File: src/rtl/led_pattern_engine_if.sv
// Pin-side bundle for led_pattern_engine: switches and buttons in, LED/RGB
// pattern outputs out. The engine connects through the slave modport.
interface led_pattern_engine_if #(
   parameter int N_LEDS = 4,
   parameter int NB_SW  = 4,
   parameter int NB_BTN = 4
);
   logic [NB_SW-1:0]  i_sw;
   logic [NB_BTN-1:0] i_btn;
   logic [N_LEDS-1:0] o_led;
   logic [N_LEDS-1:0] o_led_r;
   logic [N_LEDS-1:0] o_led_g;
   logic [N_LEDS-1:0] o_led_b;

   modport master (
      output i_sw, i_btn,
      input  o_led, o_led_r, o_led_g, o_led_b
   );

   modport slave (
      input  i_sw, i_btn,
      output o_led, o_led_r, o_led_g, o_led_b
   );
endinterface

File: src/rtl/led_pattern_engine.sv
// LED pattern engine: shift/flash/bounce/fill patterns at a switch-selected rate,
// routed to one RGB channel. Optional RGB dimming when LED_PATTERN_DIM_EN is defined.
module led_pattern_engine #(
   parameter int N_LEDS     = 4,
   parameter int NB_COUNT   = 32,
   parameter int NB_SW      = 4,
   parameter int NB_BTN     = 4,
   parameter int DEB_CYCLES = 16
`ifdef LED_PATTERN_DIM_EN
   ,
   parameter int DIM_DUTY   = 4
`endif
) (
   input  logic                 clock,
   input  logic                 i_reset,
   led_pattern_engine_if.slave  bus
);

   localparam int DEB_W      = $clog2(DEB_CYCLES + 1);
   localparam int SHIFT_BASE = NB_COUNT - 10;

   localparam logic [NB_COUNT-1:0] CNT_ZERO  = {NB_COUNT{1'b0}};
   localparam logic [NB_COUNT-1:0] CNT_ONE   = NB_COUNT'(1);
   localparam logic [N_LEDS-1:0]   LEDS_ZERO = {N_LEDS{1'b0}};
   localparam logic [N_LEDS-1:0]   LEDS_ONES = {N_LEDS{1'b1}};
   localparam logic [N_LEDS-1:0]   LEDS_ONE  = N_LEDS'(1);
   localparam logic [DEB_W-1:0]    DEB_ZERO  = {DEB_W{1'b0}};
   localparam logic [DEB_W-1:0]    DEB_STEP  = DEB_W'(1);
   localparam logic [DEB_W-1:0]    DEB_LAST  = DEB_W'(DEB_CYCLES - 1);

   typedef enum logic [1:0] {
      MODE_SHIFT  = 2'd0,
      MODE_FLASH  = 2'd1,
      MODE_BOUNCE = 2'd2,
      MODE_FILL   = 2'd3
   } mode_e;

   logic [NB_BTN-1:0]   sync1_q, sync1_d;
   logic [NB_BTN-1:0]   sync2_q, sync2_d;
   logic [NB_BTN-1:0]   deb_q, deb_d;
   logic [NB_BTN-1:0]   deb_prev_q, deb_prev_d;
   logic [DEB_W-1:0]    deb_cnt_q [NB_BTN];
   logic [DEB_W-1:0]    deb_cnt_d [NB_BTN];
   logic [NB_BTN-1:0]   press_s;

   logic [NB_COUNT-1:0] counter_q, counter_d;
   logic [NB_COUNT-1:0] limit_s;
   logic                enable_s;
   logic                tick_s;

   mode_e               mode_q, mode_d;
   logic [N_LEDS-1:0]   pattern_q, pattern_d;
   logic [N_LEDS-1:0]   adv_pattern_s;
   logic                bounce_dir_q, bounce_dir_d;
   logic                adv_dir_s;
   logic [2:0]          colour_q, colour_d;

   logic [N_LEDS-1:0]   led_q, led_d;
   logic [N_LEDS-1:0]   led_r_q, led_r_d;
   logic [N_LEDS-1:0]   led_g_q, led_g_d;
   logic [N_LEDS-1:0]   led_b_q, led_b_d;
   logic                dim_off_s;

   // Button synchroniser and debounce: level follows sync only after DEB_CYCLES steady mismatches.
   always_comb begin
      sync1_d    = bus.i_btn;
      sync2_d    = sync1_q;
      deb_prev_d = deb_q;
      deb_d      = deb_q;
      for (int i = 0; i < NB_BTN; i++) begin
         deb_cnt_d[i] = DEB_ZERO;
         if (sync2_q[i] != deb_q[i]) begin
            if (deb_cnt_q[i] == DEB_LAST) begin
               deb_d[i]     = sync2_q[i];
               deb_cnt_d[i] = DEB_ZERO;
            end else begin
               deb_cnt_d[i] = deb_cnt_q[i] + DEB_STEP;
            end
         end else begin
            deb_cnt_d[i] = DEB_ZERO;
         end
      end
      press_s = deb_q & ~deb_prev_q;
   end

   // Prescaler limit and tick; >= lets a lowered speed fire on the next cycle.
   always_comb begin
      enable_s = bus.i_sw[0];
      limit_s  = (CNT_ONE << (SHIFT_BASE + int'(bus.i_sw[2:1]))) - CNT_ONE;
      tick_s   = enable_s && (counter_q >= limit_s);
   end

   // Pattern advance for one tick in the current mode.
   always_comb begin
      adv_pattern_s = pattern_q;
      adv_dir_s     = bounce_dir_q;
      case (mode_q)
         MODE_SHIFT: begin
            if (bus.i_sw[3]) begin
               adv_pattern_s = {pattern_q[N_LEDS-2:0], pattern_q[N_LEDS-1]};
            end else begin
               adv_pattern_s = {pattern_q[0], pattern_q[N_LEDS-1:1]};
            end
         end
         MODE_FLASH: begin
            adv_pattern_s = ~pattern_q;
         end
         MODE_BOUNCE: begin
            // Reversal and the step back happen together so an end bit lasts one tick.
            if (bounce_dir_q) begin
               if (pattern_q[N_LEDS-1]) begin
                  adv_dir_s     = 1'b0;
                  adv_pattern_s = {1'b0, pattern_q[N_LEDS-1:1]};
               end else begin
                  adv_pattern_s = {pattern_q[N_LEDS-2:0], 1'b0};
               end
            end else begin
               if (pattern_q[0]) begin
                  adv_dir_s     = 1'b1;
                  adv_pattern_s = {pattern_q[N_LEDS-2:0], 1'b0};
               end else begin
                  adv_pattern_s = {1'b0, pattern_q[N_LEDS-1:1]};
               end
            end
         end
         MODE_FILL: begin
            if (&pattern_q) begin
               adv_pattern_s = LEDS_ZERO;
            end else begin
               adv_pattern_s = {pattern_q[N_LEDS-2:0], 1'b1};
            end
         end
         default: begin
            adv_pattern_s = LEDS_ONE;
         end
      endcase
   end

   // Mode FSM next state, counter, pattern and colour; mode press beats tick.
   always_comb begin
      mode_d       = mode_q;
      counter_d    = counter_q;
      pattern_d    = pattern_q;
      bounce_dir_d = bounce_dir_q;
      colour_d     = colour_q;
      if (enable_s) begin
         if (press_s[0]) begin
            counter_d = CNT_ZERO;
            case (mode_q)
               MODE_SHIFT: begin
                  mode_d    = MODE_FLASH;
                  pattern_d = LEDS_ONES;
               end
               MODE_FLASH: begin
                  mode_d       = MODE_BOUNCE;
                  pattern_d    = LEDS_ONE;
                  bounce_dir_d = bus.i_sw[3];
               end
               MODE_BOUNCE: begin
                  mode_d    = MODE_FILL;
                  pattern_d = LEDS_ZERO;
               end
               MODE_FILL: begin
                  mode_d    = MODE_SHIFT;
                  pattern_d = LEDS_ONE;
               end
               default: begin
                  mode_d    = MODE_SHIFT;
                  pattern_d = LEDS_ONE;
               end
            endcase
         end else if (tick_s) begin
            counter_d    = CNT_ZERO;
            pattern_d    = adv_pattern_s;
            bounce_dir_d = adv_dir_s;
         end else begin
            counter_d = counter_q + CNT_ONE;
         end

         if (press_s[1]) begin
            colour_d = 3'b001;
         end else if (press_s[2]) begin
            colour_d = 3'b010;
         end else if (press_s[3]) begin
            colour_d = 3'b100;
         end else begin
            colour_d = colour_q;
         end
      end else begin
         mode_d = mode_q;
      end
   end

`ifdef LED_PATTERN_DIM_EN
   logic [3:0] pwm_cnt_q, pwm_cnt_d;

   // Free-running PWM phase for RGB dimming.
   always_comb begin
      pwm_cnt_d = pwm_cnt_q + 4'd1;
      dim_off_s = ({1'b0, pwm_cnt_d} >= 5'(DIM_DUTY));
   end

   // PWM phase register.
   always_ff @(posedge clock or negedge i_reset) begin
      if (!i_reset) begin
         pwm_cnt_q <= 4'd0;
      end else begin
         pwm_cnt_q <= pwm_cnt_d;
      end
   end
`else
   assign dim_off_s = 1'b0;
`endif

   // Output register inputs, built from next-state so outputs track state with no extra cycle.
   always_comb begin
      led_d       = LEDS_ZERO;
      led_d[1:0]  = mode_d;
      led_r_d     = LEDS_ZERO;
      led_g_d     = LEDS_ZERO;
      led_b_d     = LEDS_ZERO;
      if (!dim_off_s) begin
         led_r_d = colour_d[0] ? pattern_d : LEDS_ZERO;
         led_g_d = colour_d[1] ? pattern_d : LEDS_ZERO;
         led_b_d = colour_d[2] ? pattern_d : LEDS_ZERO;
      end else begin
         led_r_d = LEDS_ZERO;
      end
   end

   // Button front-end registers.
   always_ff @(posedge clock or negedge i_reset) begin
      if (!i_reset) begin
         sync1_q    <= {NB_BTN{1'b0}};
         sync2_q    <= {NB_BTN{1'b0}};
         deb_q      <= {NB_BTN{1'b0}};
         deb_prev_q <= {NB_BTN{1'b0}};
         for (int i = 0; i < NB_BTN; i++) begin
            deb_cnt_q[i] <= DEB_ZERO;
         end
      end else begin
         sync1_q    <= sync1_d;
         sync2_q    <= sync2_d;
         deb_q      <= deb_d;
         deb_prev_q <= deb_prev_d;
         for (int i = 0; i < NB_BTN; i++) begin
            deb_cnt_q[i] <= deb_cnt_d[i];
         end
      end
   end

   // Engine state and output registers.
   always_ff @(posedge clock or negedge i_reset) begin
      if (!i_reset) begin
         counter_q    <= CNT_ZERO;
         mode_q       <= MODE_SHIFT;
         pattern_q    <= LEDS_ONE;
         bounce_dir_q <= 1'b0;
         colour_q     <= 3'b001;
         led_q        <= LEDS_ZERO;
         led_r_q      <= LEDS_ONE;
         led_g_q      <= LEDS_ZERO;
         led_b_q      <= LEDS_ZERO;
      end else begin
         counter_q    <= counter_d;
         mode_q       <= mode_d;
         pattern_q    <= pattern_d;
         bounce_dir_q <= bounce_dir_d;
         colour_q     <= colour_d;
         led_q        <= led_d;
         led_r_q      <= led_r_d;
         led_g_q      <= led_g_d;
         led_b_q      <= led_b_d;
      end
   end

   assign bus.o_led   = led_q;
   assign bus.o_led_r = led_r_q;
   assign bus.o_led_g = led_g_q;
   assign bus.o_led_b = led_b_q;

endmodule
File: src/flat_wrapper.sv
// flat-port wrapper written by rule: the top's interface ports become plain ports
module led_pattern_engine_flat 
#(
   parameter int N_LEDS     = 4,
   parameter int NB_COUNT   = 32,
   parameter int NB_SW      = 4,
   parameter int NB_BTN     = 4,
   parameter int DEB_CYCLES = 16

)
  (clock, i_reset, bus_i_sw, bus_i_btn, bus_o_led, bus_o_led_r, bus_o_led_g, bus_o_led_b);
  led_pattern_engine_if #(.N_LEDS(N_LEDS), .NB_SW(NB_SW), .NB_BTN(NB_BTN)) bus_i ();
  input  logic clock;
  input  logic i_reset;
  input wire logic [$bits(bus_i.i_sw)-1:0] bus_i_sw;
  input wire logic [$bits(bus_i.i_btn)-1:0] bus_i_btn;
  output wire logic [$bits(bus_i.o_led)-1:0] bus_o_led;
  output wire logic [$bits(bus_i.o_led_r)-1:0] bus_o_led_r;
  output wire logic [$bits(bus_i.o_led_g)-1:0] bus_o_led_g;
  output wire logic [$bits(bus_i.o_led_b)-1:0] bus_o_led_b;
  assign bus_i.i_sw = bus_i_sw;
  assign bus_i.i_btn = bus_i_btn;
  assign bus_o_led = bus_i.o_led;
  assign bus_o_led_r = bus_i.o_led_r;
  assign bus_o_led_g = bus_i.o_led_g;
  assign bus_o_led_b = bus_i.o_led_b;
  led_pattern_engine #(.N_LEDS(N_LEDS), .NB_COUNT(NB_COUNT), .NB_SW(NB_SW), .NB_BTN(NB_BTN), .DEB_CYCLES(DEB_CYCLES)) u_core (.clock(clock), .i_reset(i_reset), .bus(bus_i));
endmodule
File: config.mk
export PLATFORM = sky130hd
export DESIGN_NAME = led_pattern_engine_flat
export DESIGN_NICKNAME = d
export VERILOG_FILES = /design/src/rtl/led_pattern_engine_if.sv /design/src/rtl/led_pattern_engine.sv /design/src/flat_wrapper.sv
export SDC_FILE = /design/constraint.sdc
export NUM_CORES = 1
export LEC_CHECK = 0
export CELL_PAD_IN_SITES_DETAIL_PLACEMENT = 1
export CELL_PAD_IN_SITES_GLOBAL_PLACEMENT = 1
export CORE_AREA = 2 2 90 126
export DETAILED_ROUTE_END_ITERATION = 8
export DIE_AREA = 0 0 92 128
export MAX_ROUTING_LAYER = met4
export PLACE_DENSITY = 0.83
export SYNTH_ARGS = -nofsm -noshare
export SYNTH_HDL_FRONTEND = slang
export SYNTH_SLANG_ARGS = --single-unit
File: constraint.sdc
create_clock -name clock -period 2.48 [get_ports clock]
set_clock_uncertainty 0.15 [all_clocks]
set_input_delay 0.496 -clock clock [delete_from_list [all_inputs] [get_ports clock]]
set_output_delay 0.496 -clock clock [all_outputs]
set_load 0.005 [all_outputs]
==> summary.txt, run 1 <==
STA
  – WHS: 0.0145 ns
  – Slew @ Worst Pin: 0.621 ns
  – Final setup margin: -0.0869 ns
  – Slew margin rel.: between 50% and 60%
  – Tcrit/Tclk final: 104%
  – Hold Violations, Final: 0
  – Final Max Slew Viols: 0
  – Setup Viol. Count Final: 6
  – Crit path time final: 2.57 ns
  – FMAX: roughly 400 MHz
  – RSZ-0062 raised after global routing: yes

Pwr
  – Sw power: 0.800 mW
  – Leakage: 2.65 nW
  – Power density over the cells: 600 nW/um^2
  – Net Sw Frac: 23.9%
  – Register share of total power: 48.3%
  – Clock power frac: 43.9%
  – Int Pwr: 2.55 mW
  – Peak supply drop: around 290 uV
  – Gate power share: 7.8%

Global routing
  – Grt total ovfl: 0
  – Initial antenna violation count: 0
  – Global-route wire length before repair: 18900 um
  – Vias in the first global route: between 3000 and 4000
  – Pin count of the biggest net entering global routing: 45
  – GRT Util Overall: 20.9%

Flow run
  – Max-cap violation count: 0

Layout
  – Commonest non-fill, non-tap cells in the layout: dfrtp_1 (87), nor2_1 (45), buf_4 (36)
  – Layout cells sized above 1: 21.2%
  – Multi-input logic area: 2200 um^2
  – Antenna diode count: 0
  – Synthesis-to-finish area growth: 24.6%
  – Final design utilization: 52.1%
  – Fillers: 1147
  – Final #Nets: approximately 510
  – Leading cell type in the layout, fill and taps excluded: dfrtp_1
  – Storage cell area: 2260 um^2

Critical path
  – R2r setup slk: -0.01 ns
  – Worst reg2reg path endpoint: u_core.counter_q[2]
  – Worst path arrival time: 2.70 ns
  – Critical path launch point type: input pin
  – Worst R2R Path Depth: 8
  – CP endpoint kind: flip-flop
  – RR Startpoint: u_core.counter_q[28]
  – WS Path Type: input pin to flip-flop
  – Crit-path max FO: 4
  – Critical Path RT: roughly 2.6 ns

Floorplanning
  – Horiz. Die Dim: 92 um
  – Initial Utilization: 41.8%
  – # IOs: 26
  – Die area: 11800 um^2
  – Core ar.: 10700 um^2
  – # rows: 45
  – Die Height: between 100 and 150 um

Logic synthesis
  – Post-synthesis sequential area ratio: 50.4%
  – Synth Cell Area: 4480 um^2
  – #FFs+latches synth: 90
  – Number of flops mapped to enable cells by yosys: 0
  – Top_reg_cell synth: dfrtp_1
  – Synth Instances: 425
  – Mean Syn Cell Area: about 11 um^2
  – Area contributors post-synth: dfrtp_1 (49%), xor2_1 (5.3%), ha_1 (4.8%)
  – Yosys warnings: 0
  – Cell taking the most area after synthesis: dfrtp_1
  – Yosys top cell area share: between 40% and 50%
  – Ys async rst share: 100%
  – Post-synthesis cell type count: 53

Outcome
  – Failing checks: negative setup slack
  – Outcome: finished, violations left

Drt
  – Routed len/inst: 18.4 um
  – Vias: 3471
  – Antenna-violating nets left: 0
  – Initial drt markers: 170
  – Drt pass-1 iters: 4
  – Vias per cell: around 5.5
  – Drt total wl: 11600 um
  – DRC: 0

Clock tree
  – Total CTS buffers: 9
  – Worst-Skew Late Latency: 0.34 ns
  – Htree depth: 3
  – Clock Tree Root: clkbuf_16
  – Clock sinks: 90
  – CTS tree: yes
  – Worst-path clk slew: approximately 0.06 ns
  – Clk buf depth: 2

Placed design
  – Final HPWL DP: just under 8000 um
  – Port Buf Inserts: 23
  – RePlAce Congestion: 0.898

Worst hold path
  – HP Class: input pin to async pin
==> cell type report <==
cell class                 instances  share of cell area [%]
sequential                        90                    40.4
multi-input combinational        309                    39.5
timing repair buffer              62                    10.2
clock buffer                      11                    4.17
tap                              141                    3.16
clock inverter                     5                    1.55
inverter                          14                   0.942
==> Yosys cell counts, types with 7 or more instances <==
cell type,instances
dfrtp_1,87
nor2_1,47
xor2_1,27
nand2_1,26
a21oi_1,22
nand3_1,22
ha_1,17
and3_1,15
inv_1,14
a211oi_1,13
nand4_1,11
clkbuf_1,10
nor2_4,10
and2_1,9
o21ai_0,9
nor3_1,7
==> per-stage QoR <==
stage          cell area, um^2  worst slack (ns)  setup TNS (ns)  cells  power [mW]
5_1_grt                   5580            -0.180           -4.03    632        3.47
3_3_place_gp              5140            -0.301          -10.45    615        1.86
4_1_cts                   5470           0.00198               0    631        3.36
2_1_floorplan             4490             0.153               0    429        1.77
6_report                  5580           -0.0869          -0.225    632        3.35
3_5_place_dp              5140            -0.381          -13.02    615        1.89
==> how the worst max path moves through the flow <==
stage	startpoint	endpoint	slack, ns
final	bus_i_sw[2]	u_core.counter_q[1]	-0.09
after global placement	bus_i_sw[2]	u_core.bus.o_led_b[0]	-0.30
after CTS	bus_i_sw[2]	u_core.bus.o_led_g[0]	0.002
after detailed placement	bus_i_sw[2]	u_core.bus.o_led_b[0]	-0.38
after floorplan	u_core.counter_q[28]	u_core.bus.o_led_b[0]	0.15
after global routing	u_core.counter_q[28]	u_core.counter_q[9]	-0.18
==> power by group through the flow <==
| stage | combinational [mW] | clock, mW | sequential (mW) |
|---|---|---|---|
| floorplan | 0.150 | 0 | 1.62 |
| global placement | 0.231 | 0 | 1.63 |
| detailed placement | 0.245 | 0 | 1.64 |
| CTS | 0.256 | 1.49 | 1.62 |
| global route | 0.292 | 1.55 | 1.63 |
| finish | 0.260 | 1.47 | 1.62 |
==> worst max-delay path: stages <==
cell and delay [ns]:
clkdlybuf4s50_1 0.50, nor2_1 0.07, ha_1 0.22, o41ai_2 0.39
a21oi_2 0.12, and3_2 0.28, nor3_1 0.28, buf_4 0.19
a31o_2 0.15
==> sequential cells by signal (all words and copies together) (netlist names), named ones only <==
register	count
u_core.pattern_q	3
u_core.deb_prev_q	4
u_core.bounce_dir_q	1
u_core.bus.o_led_g	4
u_core.bus.o_led_r	4
u_core.deb_cnt_q	20
u_core.bus.o_led	2
u_core.bus.o_led_b	4
u_core.deb_prev_d	4
u_core.sync2_q	4
u_core.counter_q	32
u_core.colour_q	3
u_core.sync1_q	4
==> what timing repair did <==
item	in CTS	in global routing
hold buffers	0	0
resized for setup	2	22
endpoints found under the setup margin	3	46
endpoints found under the hold margin	0	0
setup buffers	0	1
pin swaps	0	5
==> metal layers <==
layer | track usage [%] | vias up | part of all wire (%)
li1 | - | 1607 | -
met1 | 22.5 | 1784 | 38
met2 | 39.4 | 60 | 57
met3 | 2.82 | 20 | 2.5
met4 | 6.67 | 0 | 2.0
met5 | - | - | 0
==> cell families (layout without fill, tap and decap cells) <==
logic type | after synthesis | count (layout) | synth area share, %
and+or+nand+nor | 169 | 169 | 20.8
DFF | 90 | 90 | 50.4
adders and majority gates | 17 | 17 | 4.75
xor gates and xnor gates | 33 | 33 | 6.46
other | 2 | 6 | 0.168
buffers and inverters | 30 | 92 | 3.24
AOI/OAI and AO/OA | 73 | 73 | 11.6
muxes | 11 | 11 | 2.63
No activity file was read; power rests on OpenSTA's default activity.
==> run 2: changes to the inputs <==
Settings changed: GPL_TIMING_DRIVEN from default to 0.
==> run 2 against run 1 <==
Compared with the run above:
- the run still ends with negative setup slack left
- sequential share of layout area is 0.14 points lower
- first-iteration DRC count rose by 19%
- cell count is the same
- hold slack improved by 0.18 ns
- via count rose by 1.7%
- core utilization increased by 0.19 points
- sequential power hardly changed
- final area grew 0.36%
- critical path type is now flip-flop to flip-flop
- largest power group unchanged
==> summary.txt, run 2 (synthesis gave the netlist of run 1 again) <==
Critical path
  – Worst path arrival time: approximately 2.7 ns
  – Crit-path max FO: 4
  – Critical path launch point type: flip-flop
  – Critical Path RT: 2.62 ns
  – R2r setup slk: -0.12 ns
  – WS Path Type: flip-flop to flip-flop
  – CP endpoint kind: flip-flop

Drt
  – Antenna-violating nets left: 0
  – Drt pass-1 iters: 4
  – Initial drt markers: around 200
  – Routed len/inst: 20.1 um
  – Vias per cell: between 5 and 6
  – DRC: 0
  – Vias: 3531
  – Drt total wl: approximately 13000 um

Layout
  – Largest Register: u_core.counter_q
  – Max reg flops: 32
  – Antenna diode count: 0
  – Finished Layout Cells: between 600 and 700
  – Biggest regs: u_core.counter_q: 32 flops, u_core.deb_cnt_q: 20 flops
  – Fillers: 1184
  – Design area: about 5600 um^2
  – Commonest non-fill, non-tap cells in the layout: dfrtp_1 (87), nor2_1 (41), xor2_1 (27)
  – Leading cell type in the layout, fill and taps excluded: dfrtp_1
  – Final design utilization: 52.3%
  – Synthesis-to-finish area growth: 25.0%
  – Final #Nets: 513
  – Layout cells sized above 1: between 20% and 30%

Worst hold path
  – HP Class: flip-flop to flip-flop

STA
  – Slew @ Worst Pin: around 0.63 ns
  – RSZ-0062 raised after global routing: yes
  – Slew margin rel.: 58.1%
  – Final setup margin: -0.122 ns
  – Final Max Slew Viols: 0
  – Hold Violations, Final: 0
  – Crit path time final: 2.60 ns
  – Setup Viol. Count Final: 3
  – Tcrit/Tclk final: 105%
  – WHS: 0.199 ns
  – FMAX: 384 MHz
  – Total negative slack: -0.297 ns

Clock tree
  – Total CTS buffers: 9
  – Worst-Skew Late Latency: about 0.35 ns
  – Worst-path clk slew: 0.07 ns
  – Htree depth: 3
  – Clock sinks: 90
  – Clock Tree Root: clkbuf_16
  – CTS tree: yes
  – Clk buf depth: 2

Floorplanning
  – # rows: 45
  – Core ar.: 10700 um^2
  – Die area: about 12000 um^2
  – Initial Utilization: 41.8%
  – Horiz. Die Dim: 92 um
  – # IOs: 26
  – Die Height: 128 um

Placed design
  – Placed cell area: 4910 um^2
  – Port Buf Inserts: 22
  – RePlAce Congestion: 0.895
  – Final HPWL DP: 7320 um
  – DP Cell Count: 593

Pwr
  – Power density over the cells: 585 nW/um^2
  – Peak supply drop: roughly 280 uV
  – Leakage: 2.61 nW

Global routing
  – Pin count of the biggest net entering global routing: between 70 and 80
  – Grt total ovfl: 0
  – Global-route wire length before repair: 19000 um
  – Vias in the first global route: 3880
  – GRT Util Overall: 21.1%
  – Initial antenna violation count: 0

Outcome
  – Outcome: finished, violations left
  – Failing checks: negative setup slack

Flow run
  – Max-cap violation count: 0
[run 2: changes by cell type in the layout (fill, tap and decap cells not counted), moves of 3 or more]
cell	change
a21oi_1	-4
a21oi_2	+4
buf_2	+3
buf_4	-11
clkbuf_1	+5
clkdlybuf4s50_1	-4
dlygate4sd2_1	+3
nor2_1	-4
nor2_2	+3
[run 2: power breakdown]
part / total [mW] / internal, mW / switching [mW]
registers: 1.61 / 1.54 / 0.0739
logic: 0.271 / 0.111 / 0.159
clock network: 1.39 / 0.814 / 0.576
total: 3.27 / 2.46 / 0.810
[run 2: area by class of cell]
cell class / count / area [um^2] / area share (%)
Buffer: 14 / 98.8 / 1.77
Timing Repair Buffer: 48 / 464 / 8.29
Clock inverter: 5 / 60.1 / 1.07
Multi-Input combinational cell: 309 / 2250 / 40.1
Tap cell: 141 / 176 / 3.15
Inverter: 14 / 52.6 / 0.939
Clock buffer: 11 / 243 / 4.34
Sequential cell: 90 / 2260 / 40.3
[run 2: routing by layer]
metal / track usage (%) / routed length (um)
met5: - / 0
met4: 8.69 / 413
met3: 3.47 / 327
met2: 39.4 / 7240
met1: 21.7 / 4720
[run 2: worst max-delay path, stage by stage, from the launching register on]
cell     delay (ns)
dfrtp_1        0.39
or4_4          0.55
nor4_4         0.21
buf_4          0.18
a21o_1         0.20
nand3_4        0.12
nor3_1         0.48
a31o_2         0.25
[run 2: what timing repair did]
action,CTS,global route
endpoints found under the hold margin,18,0
pin swaps,12,9
setup buffers,14,10
endpoints found under the setup margin,41,48
gates cloned,1,0
hold buffers,1,0
gates resized for setup,30,18
[run 2: worst paths after layout]
kind / from / cells after the start / endpoint
setup reg to reg: u_core.counter_q[29] / 7 / u_core.counter_q[1]
max in group asynchronous: i_reset / 3 / u_core.colour_q[0]
hold reg to reg: u_core.sync1_q[3] / 0 / u_core.sync2_q[3]
min in group asynchronous: i_reset / 2 / u_core.bus.o_led[1]
hold / removal: u_core.sync1_q[3] / 0 / u_core.sync2_q[3]
setup / recovery: u_core.counter_q[29] / 7 / u_core.counter_q[1]
[run 2: stage by stage]
stage	power [mW]	setup WS, ns
floorplan	1.77	0.153
global placement	1.85	-2.43
detailed placement	1.88	-0.822
CTS	3.28	-0.0139
global route	3.38	-0.162
finish	3.27	-0.122
==> run 3: changes to the inputs <==
Settings changed: CAP_MARGIN from default to 20.
==> results of run 3 <==
Final layout, timing and power as in run 2 (identical DEF).
